==> src/rtl/barker_frame_tx.sv <==
// Barker-11 frame transmitter: buffers AXI-Stream payload words and serialises each frame
// as an 11-bit Barker preamble followed by the payload bits, MSB first.
module barker_frame_tx #(
  parameter int DATA_W     = 8,
  parameter int IFG_CYCLES = 2
) (
  input  logic              i_clk,
  input  logic              i_rst_n,
  input  logic [DATA_W-1:0] s_tdata,
  input  logic              s_tvalid,
  input  logic              s_tlast,
  output logic              s_tready,
  output logic              m_tdata,
  output logic              m_tvalid,
  output logic              m_tlast,
  output logic              m_tuser,
  input  logic              m_tready,
  output logic              o_busy,
  output logic              o_underrun,
  output logic [2:0]        o_dbg_state
);

  // Handshakes: a transfer happens on an edge where valid & ready are both high; once
  // m_tvalid is raised, m_tdata/m_tlast/m_tuser stay stable until the transfer completes.

  typedef enum logic [2:0] {IDLE, PRE, DATA, WAIT, GAP} state_t;

  localparam int CNT_W = $clog2(DATA_W);
  localparam int GAP_W = (IFG_CYCLES > 0) ? $clog2(IFG_CYCLES + 1) : 1;
  localparam logic [GAP_W-1:0] GAP_LAST = GAP_W'((IFG_CYCLES > 0) ? IFG_CYCLES - 1 : 0);
  // 11'b11100010010 zero-extended so any 4-bit index is in range
  localparam logic [15:0] BARKER = 16'h0712;

  state_t             state_q, state_n;
  logic [3:0]         idx_q, idx_n;
  logic [DATA_W-1:0]  shift_q, shift_n;
  logic               wlast_q, wlast_n;
  logic [CNT_W-1:0]   cnt_q, cnt_n;
  logic [GAP_W-1:0]   gap_q, gap_n;
  logic               hold_v, hold_last;
  logic [DATA_W-1:0]  hold_data;
  logic               load, capture, adv, underrun_n;
  logic               tvalid_n, tdata_n, tlast_n, tuser_n;

  assign s_tready    = i_rst_n & ~hold_v;
  assign capture     = s_tvalid & s_tready;
  assign adv         = m_tvalid & m_tready;
  assign o_busy      = (state_q != IDLE);
  assign o_dbg_state = state_q;

  always_comb begin
    state_n    = state_q;
    idx_n      = idx_q;
    shift_n    = shift_q;
    wlast_n    = wlast_q;
    cnt_n      = cnt_q;
    gap_n      = gap_q;
    load       = 1'b0;
    underrun_n = 1'b0;
    case (state_q)
      IDLE: begin
        if (hold_v) begin
          state_n = PRE;
          idx_n   = 4'd10;
        end
      end
      PRE: begin
        if (adv) begin
          if (idx_q == 4'd0) begin
            if (hold_v) begin
              load    = 1'b1;
              state_n = DATA;
            end else begin
              state_n = WAIT;
            end
          end else begin
            idx_n = idx_q - 4'd1;
          end
        end
      end
      DATA: begin
        if (adv) begin
          if (cnt_q == '0) begin
            if (wlast_q) begin
              state_n = (IFG_CYCLES > 0) ? GAP : IDLE;
              gap_n   = '0;
            end else if (hold_v) begin
              load = 1'b1;
            end else begin
              state_n    = WAIT;
              underrun_n = 1'b1;
            end
          end else begin
            shift_n = {shift_q[DATA_W-2:0], 1'b0};
            cnt_n   = cnt_q - 1'b1;
          end
        end
      end
      WAIT: begin
        if (hold_v) begin
          load    = 1'b1;
          state_n = DATA;
        end
      end
      GAP: begin
        if (gap_q == GAP_LAST) state_n = IDLE;
        else                   gap_n   = gap_q + 1'b1;
      end
      default: state_n = IDLE;
    endcase
    if (load) begin
      shift_n = hold_data;
      wlast_n = hold_last;
      cnt_n   = CNT_W'(DATA_W - 1);
    end
  end

  // Outputs are precomputed from next-state values so they are registered yet cycle-exact.
  always_comb begin
    tvalid_n = (state_n == PRE) || (state_n == DATA);
    tdata_n  = 1'b0;
    if (state_n == PRE)       tdata_n = BARKER[idx_n];
    else if (state_n == DATA) tdata_n = shift_n[DATA_W-1];
    tuser_n  = (state_n == PRE) && (idx_n == 4'd0);
    tlast_n  = (state_n == DATA) && wlast_n && (cnt_n == '0);
  end

  always_ff @(posedge i_clk) begin
    if (!i_rst_n) begin
      state_q    <= IDLE;
      idx_q      <= '0;
      shift_q    <= '0;
      wlast_q    <= 1'b0;
      cnt_q      <= '0;
      gap_q      <= '0;
      m_tvalid   <= 1'b0;
      m_tdata    <= 1'b0;
      m_tlast    <= 1'b0;
      m_tuser    <= 1'b0;
      o_underrun <= 1'b0;
    end else begin
      state_q    <= state_n;
      idx_q      <= idx_n;
      shift_q    <= shift_n;
      wlast_q    <= wlast_n;
      cnt_q      <= cnt_n;
      gap_q      <= gap_n;
      m_tvalid   <= tvalid_n;
      m_tdata    <= tdata_n;
      m_tlast    <= tlast_n;
      m_tuser    <= tuser_n;
      o_underrun <= underrun_n;
    end
  end

  // A capture and a load cannot coincide (capture needs an empty holder), capture wins anyway.
  always_ff @(posedge i_clk) begin
    if (!i_rst_n) begin
      hold_v    <= 1'b0;
      hold_data <= '0;
      hold_last <= 1'b0;
    end else if (capture) begin
      hold_v    <= 1'b1;
      hold_data <= s_tdata;
      hold_last <= s_tlast;
    end else if (load) begin
      hold_v <= 1'b0;
    end
  end

endmodule

==> config.mk <==
export PLATFORM = sky130hd
export DESIGN_NAME = barker_frame_tx
export DESIGN_NICKNAME = d
export VERILOG_FILES = /design/src/rtl/barker_frame_tx.sv
export SDC_FILE = /design/constraint.sdc
export NUM_CORES = 1
export LEC_CHECK = 0
export ABC_AREA = 0
export ABC_CLOCK_PERIOD_IN_PS = 4000
export BUFFER_PORTS_ARGS = -buffer_cell sky130_fd_sc_hd__buf_2
export CORE_ASPECT_RATIO = 0.7
export CORE_MARGIN = 3
export CORE_UTILIZATION = 45
export DETAILED_ROUTE_END_ITERATION = 12
export MAX_ROUTING_LAYER = met4
export PLACE_DENSITY = 0.69
export SYNTH_ARGS = -nofsm -noshare
export SYNTH_HDL_FRONTEND = slang
export SYNTH_SLANG_ARGS = --single-unit
==> constraint.sdc <==
create_clock -name i_clk -period 4 [get_ports i_clk]
set_input_delay 0.4 -clock i_clk [delete_from_list [all_inputs] [get_ports i_clk]]
set_output_delay 0.4 -clock i_clk [all_outputs]
set_load 0.02 [all_outputs]
==> results.tsv, run 1 <==
stage	metric	value	unit
worst_hold_path	worst hold-check path type	input pin to flip-flop	
cts	post-CTS repair timing setup buffer count	0	
drt	post-DR wirelength/cell	13.60	um
setup_path	destination of the worst register-to-register timing path	m_tdata	
grt	global-route wire length before repair	6.389	mm
cts	clock latency reported for the late side of the worst-skew pair	0.30	ns
floorplan	effective utilization at floorplan	49.66	%
floorplan	total I/O pin count	23	
timing	max frequency	371.0	MHz
finish	number of filler instances in the final layout	364	
placed_design	dpl cell area	1956	um2
cts	CTS H-tree lvls	2	
placed_design	total instance count after detailed placement	267	
timing	share of the clock period used by the worst path	67.38	%
cts	Clk Tree Root Cell	clkbuf_8	
timing	max-slew violation total from the final report	0	
status	outcome	completed	
setup_path	Crit Path Class	flip-flop to flip-flop	
drt	post-detailed-route via-to-cell ratio	5.273	
drt	DRT Pass-1 Iters	4	
setup_path	worst reg2reg startpoint	cnt_q[0]	
run	number of max-cap violations	0	
yosys	Synth Cell Area	1846	um2
floorplan	core outline area	3716	um2
timing	min cycle time layout	2.695	ns
cts	number of gates resized after cts	0	
yosys	sequential-to-total area share from yosys stat	39.05	%
power_and_ir_drop	switching part of the total power	28.20	%
timing	skew final	0.005727	ns
floorplan	horizontal die dimension	82.54	um
drt	DR vias	1450	
cts	CTS Hold Buffers Added	0	
yosys	number of storage elements in the synthesis netlist	36	
floorplan	height of the die	59.58	um
setup_path	crit path launch	cnt_q[0]	
cts	Sinks on Clock Net	36	
finish	commonest cells after routing, fill and taps aside	dfxtp_1, nand2_1, buf_2	
timing	Hold Fails Final Rpt	0	
power_and_ir_drop	part of the power in the clock network	37.1	%
yosys	most used flip-flop cell after synthesis	dfxtp_1	
worst_hold_path	hold path start	s_tdata[6]	
grt	global route overflow	0	
placed_design	dpl hpwl	2.598	mm
cts	TritonCTS clock tree	built	
grt	GRT Total Usage	18.21	%
finish	number of diodes	0	
setup_path	maximum fanout encountered on the critical timing path	20	
yosys	distinct cell type count after synthesis	47	
timing	least setup slack across all paths after layout	1.305	ns
power_and_ir_drop	net switching component of the power	0.2459	mW
grt	number of global-route vias before repair	1316	
power_and_ir_drop	reported leakage power	0.9241	nW
yosys	Yosys warnings	0	
timing	final count of negative-setup-slack endpoints	0	
floorplan	total die area	4918	um2
worst_hold_path	Hold Crit Depth	3	
yosys	Synth Area per Inst	9.047	um2
setup_path	required time reported for the critical path endpoint	4.17	ns
setup_path	Register-to-Register Setup Slack	1.30	ns
drt	DRC Markers	0	
setup_path	data arrival time of the worst path	2.86	ns
timing	Relative slew margins	36.15	%
setup_path	type of element capturing the critical path	flip-flop	
drt	total wire length after detailed routing	3.741	mm
power_and_ir_drop	share of total power in sequential cells	45.7	%
grt	number of antenna violations at the first check in global routing	0	
yosys	leading post-synthesis cells by cell area	dfxtp_1, mux2i_1, nand2_1	
cts	largest buffer count on any clock path	2	
finish	fraction of final layout cells sized beyond drive strength 1	22.67	%
setup_path	cell depth of the worst flop-to-flop path	8	
power_and_ir_drop	IR Drop Worst-Case VDD	212.3	uV
yosys	asr flop ratio synth	0	%
placed_design	global placer's final weighted congestion	0.8045	
floorplan	Rows	18	
power_and_ir_drop	combinational cell fraction of total power	17.2	%
finish	area used by multi-input combinational logic	1017	um2
finish	final instance count without filler cells	275	
finish	register area	720.7	um2
cts	Clock Pin Slew Worst Setup and Hold Paths	0.08	ns
placed_design	Post-Place Setup Slack	1.353	ns
finish	leading cell type in the layout, fill and taps excluded	dfxtp_1	
yosys	syn_nets	221	
cts	number of buffers inserted during clock tree synthesis	5	
worst_hold_path	hold-critical path endpoint	hold_data[6]	
power_and_ir_drop	power density over the cells	421.9	nW/um2
setup_path	launching element type of the critical path	flip-flop	
timing	setup TNS	0	ns
grt	maximum number of pins on one net before global-route repair	21	
finish	signed area change from the synthesized netlist to the final layout	12.00	%
timing	worst hold margin	0.2795	ns
finish	final layout net count	241	
timing	actual transition at the worst max-transition pin	0.9549	ns
power_and_ir_drop	Internal	0.6261	mW
drt	ANT nets after route	0	
yosys	portion of synthesized cell area occupied by the leading cell type	39.05	%
placed_design	total of buffers placed on input and output ports	22	
finish	Final Cell Area	2067	um2
yosys	library cell with the largest summed area after synthesis	dfxtp_1	
yosys	Syn Inst Count	204	
drt	initial DRC count	77	
timing	setup repair after global routing missed its margin	false	
yosys	number of enable flip-flop cells after synthesis	0	
-- cell families after synthesis --
kind of cell | Yosys count | synth area share, %
xor+xnor | 3 | 1.424
compound gates | 37 | 16.14
buf+inv | 20 | 5.830
mux | 13 | 7.187
simple gates | 91 | 27.66
flops | 36 | 39.05
fa+ha+maj | 4 | 2.712
-- per-stage QoR --
step                total power, mW  utilization (%)
floorplan                    0.5191                -
CTS                          0.8749            55.62
detailed placement           0.5545            52.63
global route                 0.9179            55.62
finish                       0.8720            55.62
global placement             0.5548            52.63
-- worst max-delay path, stage by stage, from the launching register on --
cell and delay [ns]:
dfxtp_1 0.33, inv_1 0.11, ha_1 0.23, nor3b_1 0.30, mux2i_1 0.14, o31ai_2 0.18, nand3b_1 0.68, mux2i_1 0.46
o32ai_1 0.13
-- power by group through the flow --
stage / registers, mW / clock network (mW) / logic, mW
6_report: 0.398 / 0.324 / 0.150
2_1_floorplan: 0.407 / 0 / 0.112
3_3_place_gp: 0.406 / 0 / 0.148
5_1_grt: 0.402 / 0.350 / 0.166
3_5_place_dp: 0.406 / 0 / 0.149
4_1_cts: 0.398 / 0.327 / 0.150
-- flip-flops by register name, summed over array words and instances, names as in the netlist --
signal,flops
cnt_q,3
gap_q,2
hold_data,8
hold_last,1
hold_v,1
idx_q,4
m_tdata,1
m_tlast,1
m_tuser,1
m_tvalid,1
o_dbg_state,3
o_underrun,1
shift_q,8
wlast_q,1
-- metal layers --
layer	routed length, um	up-vias	track usage, %
li1	-	763	-
met3	196	6	5.927
met4	45	0	5.594
met2	1453	29	22.83
met1	2046	652	27.03
met5	0	-	-
-- cell usage after synthesis, drive strengths merged (3+ instances only) --
| cell | number |
|---|---|
| and2 | 6 |
| xnor2 | 3 |
| ha | 4 |
| nand2 | 25 |
| o211ai | 3 |
| nor2b | 3 |
| o21ai | 7 |
| inv | 10 |
| mux2i | 11 |
| nand3 | 13 |
| a21oi | 7 |
| or3 | 3 |
| buf | 7 |
| nor2 | 20 |
| dfxtp | 36 |
| a211oi | 6 |
| a31oi | 4 |
| nor3 | 4 |
| clkbuf | 3 |
| nor3b | 4 |
-- layout make-up --
class,instances,area share [%]
Multi-Input combinational cell,148,49.21
Sequential cell,36,34.87
Timing Repair Buffer,23,5.690
Clock buffer,5,3.329
Tap cell,50,3.027
Clock inverter,3,2.058
Inverter,10,1.816
-- worst max path at each step --
stage                    to  depth (start not counted)  slack [ns]
finish              m_tdata                          8        1.30
global route        m_tdata                          8        1.05
CTS                 m_tdata                          8        1.30
detailed placement  m_tdata                          8        1.35
global placement    m_tlast                          8        1.52
floorplan           m_tlast                          8        2.14
No activity file was read; power rests on OpenSTA's default activity.
==> run 2: changes to the inputs <==
- ABC_CLOCK_PERIOD_IN_PS: 4000 -> 2600
- clock period: 4 -> 2.6 ns (I/O delays scaled with it)
==> results.tsv, run 2 (synthesis results as in run 1) <==
stage	metric	value	unit	change
finish	Final Cell Area	2090	um2	+1.1%
power_and_ir_drop	combinational cell fraction of total power	16.7	%	-0.5 points
cts	Sinks on Clock Net	36		unchanged
cts	CTS H-tree lvls	2		unchanged
finish	largest registers ranked by flip-flop count	hold_data: 8 flops, shift_q: 8 flops, idx_q: 4 flops		
finish	final instance count without filler cells	276		+0.36%
cts	clock latency reported for the late side of the worst-skew pair	0.29	ns	about the same
setup_path	Crit Path Class	flip-flop to flip-flop		
drt	total wire length after detailed routing	3.777	mm	+0.96%
drt	DRT Pass-1 Iters	4		unchanged
timing	skew final	0.007279	ns	+0.001552 ns
timing	share of the clock period used by the worst path	82.82	%	+15 points
timing	max-slew violation total from the final report	0		unchanged
drt	post-DR wirelength/cell	13.68	um	+0.60%
placed_design	global placer's final weighted congestion	0.9165		+14%
setup_path	maximum fanout encountered on the critical timing path	20		unchanged
floorplan	effective utilization at floorplan	49.66	%	unchanged
placed_design	Post-Place Setup Slack	0.4715	ns	-0.8816 ns
grt	global route overflow	0		unchanged
placed_design	dpl hpwl	2.547	mm	-2.0%
worst_hold_path	worst hold-check path type	input pin to flip-flop		
drt	initial DRC count	84		+9.1%
setup_path	worst path bufs/invs	2		+1
setup_path	cell at the slowest stage of the critical path	dfxtp_1		
power_and_ir_drop	overall power	1.386	mW	+59%
timing	actual transition at the worst max-transition pin	0.4867	ns	-0.4682 ns
finish	number of diodes	0		unchanged
timing	setup TNS	0	ns	unchanged
setup_path	delay-heaviest family, CP	compound AO/OA/AOI/OAI gates		
timing	Hold Fails Final Rpt	0		unchanged
power_and_ir_drop	reported leakage power	0.9385	nW	+1.6%
setup_path	cells along the critical path	inv_1 > ha_1 > nor3b_1 > mux2i_1 > o31ai_2 > nand3b_1 > buf_4 > mux2i_1 > o32ai_1		
power_and_ir_drop	share of total power in sequential cells	44.3	%	-1.4 points
drt	DRC Markers	0		unchanged
drt	post-detailed-route via-to-cell ratio	5.308		+0.67%
timing	min cycle time layout	2.153	ns	-0.5420 ns
floorplan	height of the die	59.58	um	unchanged
cts	number of buffers inserted during clock tree synthesis	5		unchanged
power_and_ir_drop	switching part of the total power	26.57	%	-1.6 points
drt	ANT nets after route	0		unchanged
power_and_ir_drop	IR Drop Worst-Case VDD	410.6	uV	+93%
finish	leading cell type in the layout, fill and taps excluded	dfxtp_1		
cts	Clk Tree Root Cell	clkbuf_8		
grt	GRT Total Usage	18.10	%	-0.11 points
floorplan	total I/O pin count	23		unchanged
power_and_ir_drop	Internal	1.018	mW	+63%
finish	final layout net count	242		+0.41%
placed_design	total of buffers placed on input and output ports	22		unchanged
setup_path	type of element capturing the critical path	flip-flop		
floorplan	Rows	18		unchanged
finish	fraction of final layout cells sized beyond drive strength 1	23.01	%	+0.34 points
drt	DR vias	1465		+1.0%
timing	setup repair after global routing missed its margin	false		
power_and_ir_drop	net switching component of the power	0.3683	mW	+50%
setup_path	launching element type of the critical path	flip-flop		
power_and_ir_drop	part of the power in the clock network	39.0	%	+1.9 points
timing	max frequency	464.4	MHz	+25%
cts	CTS Hold Buffers Added	0		unchanged
grt	number of antenna violations at the first check in global routing	0		unchanged
placed_design	total instance count after detailed placement	268		+0.37%
timing	Relative slew margins	66.71	%	+31 points
timing	least setup slack across all paths after layout	0.4466	ns	-0.8580 ns
setup_path	data arrival time of the worst path	2.35	ns	-0.51 ns
timing	final count of negative-setup-slack endpoints	0		unchanged
status	outcome	completed		
finish	commonest cells after routing, fill and taps aside	dfxtp_1, nand2_1, buf_2		
cts	largest buffer count on any clock path	2		unchanged
grt	global-route wire length before repair	6.341	mm	-0.75%
setup_path	largest incremental delay on the critical path	0.33	ns	-0.35 ns
cts	Clock Pin Slew Worst Setup and Hold Paths	0.07	ns	about the same
floorplan	total die area	4918	um2	unchanged
finish	signed area change from the synthesized netlist to the final layout	13.22	%	
power_and_ir_drop	power density over the cells	663.4	nW/um2	+57%
finish	register area	720.7	um2	unchanged
cts	TritonCTS clock tree	built		
grt	maximum number of pins on one net before global-route repair	21		unchanged
cts	post-CTS repair timing setup buffer count	0		unchanged
finish	number of filler instances in the final layout	349		-4.1%
placed_design	dpl cell area	1963	um2	+0.38%
setup_path	required time reported for the critical path endpoint	2.80	ns	-1.37 ns
grt	number of global-route vias before repair	1276		-3.0%
floorplan	horizontal die dimension	82.54	um	unchanged
cts	number of gates resized after cts	0		unchanged
setup_path	most numerous cell on the critical path	mux2i_1		
floorplan	core outline area	3716	um2	unchanged
run	number of max-cap violations	0		unchanged
finish	area used by multi-input combinational logic	1017	um2	unchanged
==> run 2: cell count changes in the layout (fill, tap and decap cells not counted), sizes merged <==
| cell | before | now |
|---|---|---|
| clkinvlp | 1 | 0 |
| buf | 23 | 24 |
| clkinv | 1 | 0 |
| clkbuf | 5 | 7 |
==> run 2: worst paths after layout <==
kind | start | to | slack (ns) | cells after the start
worst max-delay path | cnt_q[0] | m_tdata | 0.45 | 9
worst min-delay path | s_tdata[6] | hold_data[6] | 0.14 | 3
worst max register to register | cnt_q[0] | m_tdata | 0.45 | 9
worst min register to register | hold_data[6] | hold_data[6] | 0.46 | 2
==> run 2: power groups by stage <==
stage          clock (mW)  sequential, mW  combinational (mW)
3_5_place_dp            0           0.625               0.228
6_report            0.541           0.614               0.232
4_1_cts             0.551           0.613               0.231
3_3_place_gp            0           0.624               0.231
2_1_floorplan           0           0.626               0.172
5_1_grt             0.566           0.620               0.257
==> run 2: routing by layer <==
metal / global-route usage [%] / share of wire, % / vias to the layer above
met5: - / 0 / -
met1: 26.51 / 51 / 652
met2: 22.72 / 40 / 41
met4: 8.392 / 1.2 / 0
met3: 4.559 / 7.1 / 5
li1: - / - / 767
==> run 2: worst reg2reg max path, cell delays in order (launching register included) <==
cell and delay (ns):
dfxtp_1 0.33, inv_1 0.11, ha_1 0.23, nor3b_1 0.30
mux2i_1 0.16, o31ai_2 0.19, nand3b_1 0.09, buf_4 0.22
mux2i_1 0.17, o32ai_1 0.26
==> run 2: final cells by class <==
class                   count  area share (%)
multi-input cells         148           48.68
inverters                  10           1.796
clock inverters             1           1.437
flip-flops and latches     36           34.49
well taps                  50           2.994
repair buffers             24           5.988
clock buffers               7           4.611
==> run 2: through the flow <==
step | hold slack (ns) | utilization, %
2_1_floorplan | 0.3590 | -
3_3_place_gp | 0.4409 | 52.83
3_5_place_dp | 0.4451 | 52.83
4_1_cts | 0.1396 | 56.23
5_1_grt | 0.1424 | 56.23
6_report | 0.1419 | 56.23
